## src/rtl/mips_multicycle_control.sv

```systemverilog
// Multicycle MIPS main control FSM: sequences fetch/decode/execute/memory/writeback
// and decodes every datapath enable from the current state. Optional build macro: ILLEGAL_TRAP_EN.
module mips_multicycle_control #(
    parameter int CNT_W = 32
) (
    input  logic             clk,
    input  logic             reset,
    input  logic [5:0]       opcode,
    input  logic [5:0]       funct,
    input  logic             aluzero,
    output logic [2:0]       alucontrol_signal,
    output logic             alusrca,
    output logic [1:0]       alusrcb,
    output logic [1:0]       pcsrc,
    output logic             pc_en,
    output logic             iord,
    output logic             memread,
    output logic             memwrite,
    output logic             irwrite,
    output logic             regdst,
    output logic             memtoreg,
    output logic             regwrite,
    output logic [3:0]       state,
    output logic [CNT_W-1:0] instr_count
`ifdef ILLEGAL_TRAP_EN
    ,
    output logic             illegal_op
`endif
);

    typedef enum logic [3:0] {
        S_FETCH    = 4'd0,
        S_DECODE   = 4'd1,
        S_MEMADR   = 4'd2,
        S_MEMREAD  = 4'd3,
        S_MEMWB    = 4'd4,
        S_MEMWRITE = 4'd5,
        S_EXECUTE  = 4'd6,
        S_ALUWB    = 4'd7,
        S_BRANCH   = 4'd8,
        S_ADDIEXEC = 4'd9,
        S_ADDIWB   = 4'd10,
        S_JUMP     = 4'd11,
        S_TRAP     = 4'd12
    } state_t;

    localparam logic [5:0] OP_RTYPE = 6'b000000;
    localparam logic [5:0] OP_LW    = 6'b100011;
    localparam logic [5:0] OP_SW    = 6'b101011;
    localparam logic [5:0] OP_BEQ   = 6'b000100;
    localparam logic [5:0] OP_ADDI  = 6'b001000;
    localparam logic [5:0] OP_J     = 6'b000010;

    localparam logic [2:0] ALU_ADD = 3'b010;
    localparam logic [2:0] ALU_SUB = 3'b110;
    localparam logic [2:0] ALU_AND = 3'b000;
    localparam logic [2:0] ALU_OR  = 3'b001;
    localparam logic [2:0] ALU_SLT = 3'b111;

    state_t           r_state;
    state_t           w_next;
    logic [CNT_W-1:0] r_count;
    logic             w_pcwrite;
    logic             w_branch;
    logic             w_retire;

    always_ff @(posedge clk or posedge reset) begin
        if (reset) begin
            r_state <= S_FETCH;
        end else begin
            r_state <= w_next;
        end
    end

    // Only terminal states (and a NOP'd decode) ever return to FETCH, so that edge marks retirement.
    assign w_retire = (w_next == S_FETCH) && (r_state != S_FETCH);

    always_ff @(posedge clk or posedge reset) begin
        if (reset) begin
            r_count <= '0;
        end else if (w_retire) begin
            r_count <= r_count + CNT_W'(1);
        end
    end

    always_comb begin
        w_next            = r_state;
        alucontrol_signal = ALU_ADD;
        alusrca           = 1'b0;
        alusrcb           = 2'b00;
        pcsrc             = 2'b00;
        w_pcwrite         = 1'b0;
        w_branch          = 1'b0;
        iord              = 1'b0;
        memread           = 1'b0;
        memwrite          = 1'b0;
        irwrite           = 1'b0;
        regdst            = 1'b0;
        memtoreg          = 1'b0;
        regwrite          = 1'b0;
        case (r_state)
            S_FETCH: begin
                memread   = 1'b1;
                irwrite   = 1'b1;
                w_pcwrite = 1'b1;
                alusrcb   = 2'b01;
                w_next    = S_DECODE;
            end
            S_DECODE: begin
                alusrcb = 2'b11;
                case (opcode)
                    OP_LW, OP_SW: w_next = S_MEMADR;
                    OP_RTYPE:     w_next = S_EXECUTE;
                    OP_BEQ:       w_next = S_BRANCH;
                    OP_ADDI:      w_next = S_ADDIEXEC;
                    OP_J:         w_next = S_JUMP;
`ifdef ILLEGAL_TRAP_EN
                    default:      w_next = S_TRAP;
`else
                    default:      w_next = S_FETCH;
`endif
                endcase
            end
            S_MEMADR: begin
                alusrca = 1'b1;
                alusrcb = 2'b10;
                w_next  = (opcode == OP_SW) ? S_MEMWRITE : S_MEMREAD;
            end
            S_MEMREAD: begin
                memread = 1'b1;
                iord    = 1'b1;
                w_next  = S_MEMWB;
            end
            S_MEMWB: begin
                regwrite = 1'b1;
                memtoreg = 1'b1;
                w_next   = S_FETCH;
            end
            S_MEMWRITE: begin
                memwrite = 1'b1;
                iord     = 1'b1;
                w_next   = S_FETCH;
            end
            S_EXECUTE: begin
                alusrca = 1'b1;
                w_next  = S_ALUWB;
                case (funct)
                    6'b100000: alucontrol_signal = ALU_ADD;
                    6'b100010: alucontrol_signal = ALU_SUB;
                    6'b100100: alucontrol_signal = ALU_AND;
                    6'b100101: alucontrol_signal = ALU_OR;
                    6'b101010: alucontrol_signal = ALU_SLT;
                    default: begin
                        alucontrol_signal = ALU_ADD;
`ifdef ILLEGAL_TRAP_EN
                        w_next = S_TRAP;
`endif
                    end
                endcase
            end
            S_ALUWB: begin
                regwrite = 1'b1;
                regdst   = 1'b1;
                w_next   = S_FETCH;
            end
            S_BRANCH: begin
                alusrca           = 1'b1;
                alucontrol_signal = ALU_SUB;
                pcsrc             = 2'b01;
                w_branch          = 1'b1;
                w_next            = S_FETCH;
            end
            S_ADDIEXEC: begin
                alusrca = 1'b1;
                alusrcb = 2'b10;
                w_next  = S_ADDIWB;
            end
            S_ADDIWB: begin
                regwrite = 1'b1;
                w_next   = S_FETCH;
            end
            S_JUMP: begin
                pcsrc     = 2'b10;
                w_pcwrite = 1'b1;
                w_next    = S_FETCH;
            end
            S_TRAP:  w_next = S_TRAP;
            default: w_next = S_FETCH;
        endcase
        // State is already FETCH during reset; suppress its strobes so nothing fires while held.
        if (reset) begin
            alucontrol_signal = ALU_ADD;
            alusrca           = 1'b0;
            alusrcb           = 2'b00;
            pcsrc             = 2'b00;
            w_pcwrite         = 1'b0;
            w_branch          = 1'b0;
            iord              = 1'b0;
            memread           = 1'b0;
            memwrite          = 1'b0;
            irwrite           = 1'b0;
            regdst            = 1'b0;
            memtoreg          = 1'b0;
            regwrite          = 1'b0;
        end
    end

    assign pc_en       = w_pcwrite | (w_branch & aluzero);
    assign state       = r_state;
    assign instr_count = r_count;

`ifdef ILLEGAL_TRAP_EN
    assign illegal_op = !reset && (r_state == S_TRAP);
`endif

endmodule
```

## config.mk

```make
export PLATFORM = sky130hd
export DESIGN_NAME = mips_multicycle_control
export DESIGN_NICKNAME = d
export VERILOG_FILES = /design/src/rtl/mips_multicycle_control.sv
export SDC_FILE = /design/constraint.sdc
export NUM_CORES = 1
export LEC_CHECK = 0
export CAP_MARGIN = 20
export CORE_ASPECT_RATIO = 1.75
export CORE_MARGIN = 2
export CORE_UTILIZATION = 45
export DETAILED_ROUTE_END_ITERATION = 8
export PLACE_DENSITY = 0.91
export SKIP_LAST_GASP = 1
export SYNTH_ARGS = -nofsm -noshare
export SYNTH_HDL_FRONTEND = slang
export SYNTH_SLANG_ARGS = --single-unit
```

## constraint.sdc

```tcl
create_clock -name clk -period 4.2 [get_ports clk]
set_input_delay 0.84 -clock clk [delete_from_list [all_inputs] [get_ports clk]]
set_output_delay 0.84 -clock clk [all_outputs]
set_load 0.01 [all_outputs]
```

# --- Word level (Yosys, flattened, before mapping) ---
# Index checks and enable logic that the tools add are counted.
classes:
  addsub: 1
  n_eq_ne: 21
  n_mux: 30
  bitwise_logic: 2
  reduce_logical: 12
ops:
  columns: ["op", "n"]
  rows:
  - ["6-bit == test, second input constant", 6]
  - ["32-bit by 1-bit adder with 32-bit output, second input constant", 1]
  - ["4-bit case mux with 7 select lines", 1]
  - ["4-bit == test, second input constant", 5]
  - ["1-bit two-way mux", 20]
  - ["4-bit case mux with 5 select lines", 1]
  - ["4-bit by 3-bit == test with 1-bit output, second input constant", 4]
  - ["3-bit case mux with 4 select lines", 1]
  - ["2-bit OR reduction", 5]
  - ["4-bit by 2-bit == test with 1-bit output, second input constant", 2]
  - ["4-bit logical NOT", 2]
  - ["6-bit by 2-bit == test with 1-bit output, second input constant", 1]
  - ["6-bit by 3-bit == test with 1-bit output, second input constant", 1]
  - ["6-bit by 4-bit == test with 1-bit output, second input constant", 1]
  - ["6-bit logical NOT", 1]
  - ["3-bit two-way mux", 2]
  - ["2-bit case mux with 3 select lines", 1]
  - ["3-bit case mux with 2 select lines", 1]
  - ["4-bit by 1-bit == test with 1-bit output, second input constant", 1]
  - ["2-bit two-way mux", 2]
  - ["2-bit case mux with 2 select lines", 1]
  - ["4-bit nonzero test", 1]
  - ["4-bit OR reduction", 1]
  - ["3-bit OR reduction", 1]
  - ["3 further kinds", 3]
word_totals:
  regBits: 36
  in_bits: 15
  word_cells: 68

# --- Logic depth before layout (Yosys ltp) ---
depth:
  ltp_word: 6
  depth_mapped: 8
  depth_no_buf: 6

# --- Least setup slack after synthesis ---
# Ideal clock, no wire load.
synth_path:
  path_type: "input to output"
  startpoint: "input port reset"
  endpoint: "output port alucontrol_signal[1]"
  t_arrival_ns: 3.014
  required_ns: 3.360
  setup_slack_ns: 0.346
  cell_stages: 5
  path_cell_list: "clkbuf_1 > inv_1 > nand2_1 > or4b_2 > or2_2"
synth_via:
  elab_chain_cells: 1
synth_lines:
  columns: ["item", "line", "rtl"]
  rows:
  - ["start, declared", "7", "input logic reset,"]
  - ["3-bit two-way mux", "191", "if (reset) begin"]
  - ["end, declared", "11", "output logic [2:0] alucontrol_signal,"]
# No other way between the ends.

# --- Final worst setup path ---
# Same ends and word-level chain as after synthesis.

==> results by group <==
Drt
  • Initial drt markers: 32
  • Router iterations before antenna repair: 4
  • Vias per std cell: 5.55
  • Antenna viol nets, final: 0
  • WL/cell: 14.6 um
  • Vias post-DR: between 1500 and 2000
  • Total routed wirelength: 4.77 mm
  • Drt drc: 0

Synthesis
  • Adder-Cell Fraction of Synth Area: 0.630%
  • YS warnings: 0
  • Main flop type after synthesis: dfrtp_1
  • Sequential-to-total area share from yosys stat: 45.3%
  • Post-synth top area share: 45.3%
  • Top cells by area, synth: dfrtp_1 45%, xnor2_1 10%, xor2_1 5.3%
  • Largest family of logic cells by synthesized area: simple AND/OR/NAND/NOR gates
  • Avg Cell Area, Syn: 9.60 um^2
  • Post-synthesis xor/xnor area fraction: 15.4%
  • Synth cell types: 39
  • Most frequent cell after synthesis: dfrtp_1
  • Ys async rst share: 100%
  • Post-synth top area cell: dfrtp_1
  • Synth cell count leaders: 36 x dfrtp_1, 23 x xnor2_1, 19 x nand2_1
  • Mux share of post-synthesis cell area: 0%
  • Cell Area, Synth: just under 2000 um^2
  • EDFF count, synth: 0
  • Simple-gate portion of the synthesized area: 28.6%
  • Compound-gate portion of the synthesized area: about 6.7%
  • Syn_nets: 223
  • Gate Count Post-Synth: 207
  • #FFs+latches synth: 36

Setup path
  • Crit-path slowest cell: or4b_2
  • CP startpoint kind: input port
  • RR Startpoint: state[1]
  • Critical path's most frequent cell: clkdlybuf4s50_1
  • Crit path required time: ~3.4 ns
  • Data arrival at the endpoint of the critical path: 3.04 ns
  • Crit path to: alucontrol_signal[1]
  • Reg2Reg Capture Point: instr_count[12]
  • CP Capture Type: output pin
  • CP Max Fanout: 8
  • Flop-to-flop setup slack: ~1.7 ns
  • CP Launch Point: reset
  • Max stage delay on crit path: 0.65 ns
  • Crit-path cells: clkdlybuf4s50_1 -> inv_1 -> nand2_1 -> or4b_2 -> or2_2 -> clkdlybuf4s50_1
  • Crit path kind: input port to output pin
  • Reg2reg path depth: 6

Job
  • Max-cap violation count: 0

Timing
  • Crit share post-route: 92.3%
  • Worst slew pin tran: around 0.50 ns
  • Worst hold slack: between 0.4 and 0.5 ns
  • Fin crit period: 3.88 ns
  • Slew HR: 66.4%
  • F_max: between 200 and 300 MHz
  • RSZ-0062 raised after global routing: false
  • Setup Total Neg Slack: 0 ns
  • Finish-stage setup viols: 0
  • Fin. Hold Viols: 0
  • Pins over their slew limit: 0
  • Clk_skew: 0.00896 ns

CTS
  • Hold_buf cts: 0
  • Clk slew on worst S/H paths: 0.07 ns
  • Clk Latency, worst-skew pair: 0.29 ns
  • TritonCTS Buffers: 5
  • Max clock buf depth: 2
  • Post_cts resized: 0
  • Clock sink count: 36
  • Setup Fix Bufs, Post-CTS: 0
  • Root buffer cell: clkbuf_8
  • H-Tree Depth: 2
  • TritonCTS clock tree: yes

Final layout
  • Area Growth Syn to Fin: 39.5%
  • N_diodes: 0
  • Share of layout cells above drive strength 1: around 7.6%
  • Post-route design area: 2770 um^2
  • Filler cells: 361
  • Final Util: 64.1%
  • Nets@finish: 290

Die
  • Die width: 54.2 um
  • Die height: 91.9 um
  • Row Count: 32
  • Ports: 67
  • Total core area: 4320 um^2
  • Die ar.: between 4000 and 5000 um^2
  • Initial Util: 45.9%

Global route
  • Tot GR Track Use: 21.2%
  • Overflow after GRT: 0
  • Largest net degree at the start of global routing: 37
  • First-pass GRT wire length: 7.98 mm
  • Initial antenna violation count: 0
  • Vias in the first global route: 1857

Worst hold path
  • Worst hold start: instr_count[31]
  • Worst min-delay path class: flop to flop

Pwr
  • Max IR drop VDD: roughly 0.46 mV
  • Leak: 0.00115 uW
  • Power per standard cell area: 441 nW/um^2

Place
  • IO buf count: 66
  • Placer Congestion: 0.815
  • Dpl hpwl: approximately 3.7 mm
  • Placed cell area: 2690 um^2

Status
  • Status: complete, no violations
worst max-delay path, delay by kind of cell:
family / cells / cell delay [ns]
buf+inv: 3 / 1.13
simple gates: 3 / 1.06
cell usage in the layout, fill, tap and decap left out, drive strengths merged, types with 4 or more instances in the layout:
cell type / instances
nand3: 16
nor3: 7
clkdlybuf4s50: 66
and3: 6
o21ai: 4
inv: 5
xnor2: 23
xor2: 12
nor4: 6
nand4: 13
clkbuf: 5
nor2: 16
dfrtp: 36
nand2: 19
worst min-delay path by stage:
| stage | slack, ns | to | depth (start not counted) |
|---|---|---|---|
| 3_3_place_gp | 0.47 | instr_count[31] | 1 |
| 2_1_floorplan | 0.51 | instr_count[31] | 1 |
| 3_5_place_dp | 0.48 | instr_count[31] | 1 |
| 5_1_grt | 0.51 | instr_count[20] | 1 |
| 4_1_cts | 0.49 | instr_count[31] | 1 |
| 6_report | 0.48 | instr_count[31] | 1 |
sequential cells by signal, indices dropped and copies added, names as in the netlist:
register     count
instr_count     32
state            4
stage by stage:
| stage | power, uW | cells | worst slack, ns |
|---|---|---|---|
| floorplan | 785 | 207 | 0.346 |
| global placement | 981 | 318 | 0.364 |
| detailed placement | 991 | 318 | 0.326 |
| CTS | 1230 | 326 | 0.321 |
| global route | 1300 | 326 | 0.202 |
| finish | 1220 | 326 | 0.323 |
cells by family after synthesis:
| family | Yosys count |
|---|---|
| adders and majority gates | 1 |
| buffers and inverters | 13 |
| AOI/OAI and AO/OA | 17 |
| and+or+nand+nor | 105 |
| xor gates and xnor gates | 35 |
| DFF | 36 |
per-layer routing:
layer | vias to the layer above | share of wire (%) | GRT usage [%] | wire [um]
met1 | 892 | 38 | 22.8 | 1800
met5 | - | 0 | 0 | 0
met4 | 0 | 1.7 | 8.33 | 79
met2 | 42 | 55 | 37.7 | 2640
li1 | 868 | - | - | -
met3 | 8 | 5.4 | 5.05 | 256
power breakdown:
part	switching [uW]	leakage, uW	internal [uW]
clock network	122	0.0000479	115
logic	268	0.000621	250
registers	78.6	0.000485	388
total	468	0.00115	753
final cells by class:
type | instances | area [um^2] | area share, %
clock buffer | 5 | 68.8 | 2.48
clock inverter | 3 | 18.8 | 0.677
inverter | 5 | 18.8 | 0.677
multi-input combinational | 158 | 1030 | 37.0
sequential | 36 | 901 | 32.5
tap | 51 | 63.8 | 2.30
timing repair buffer | 68 | 676 | 24.4
Power figures use the tool's default switching activity.
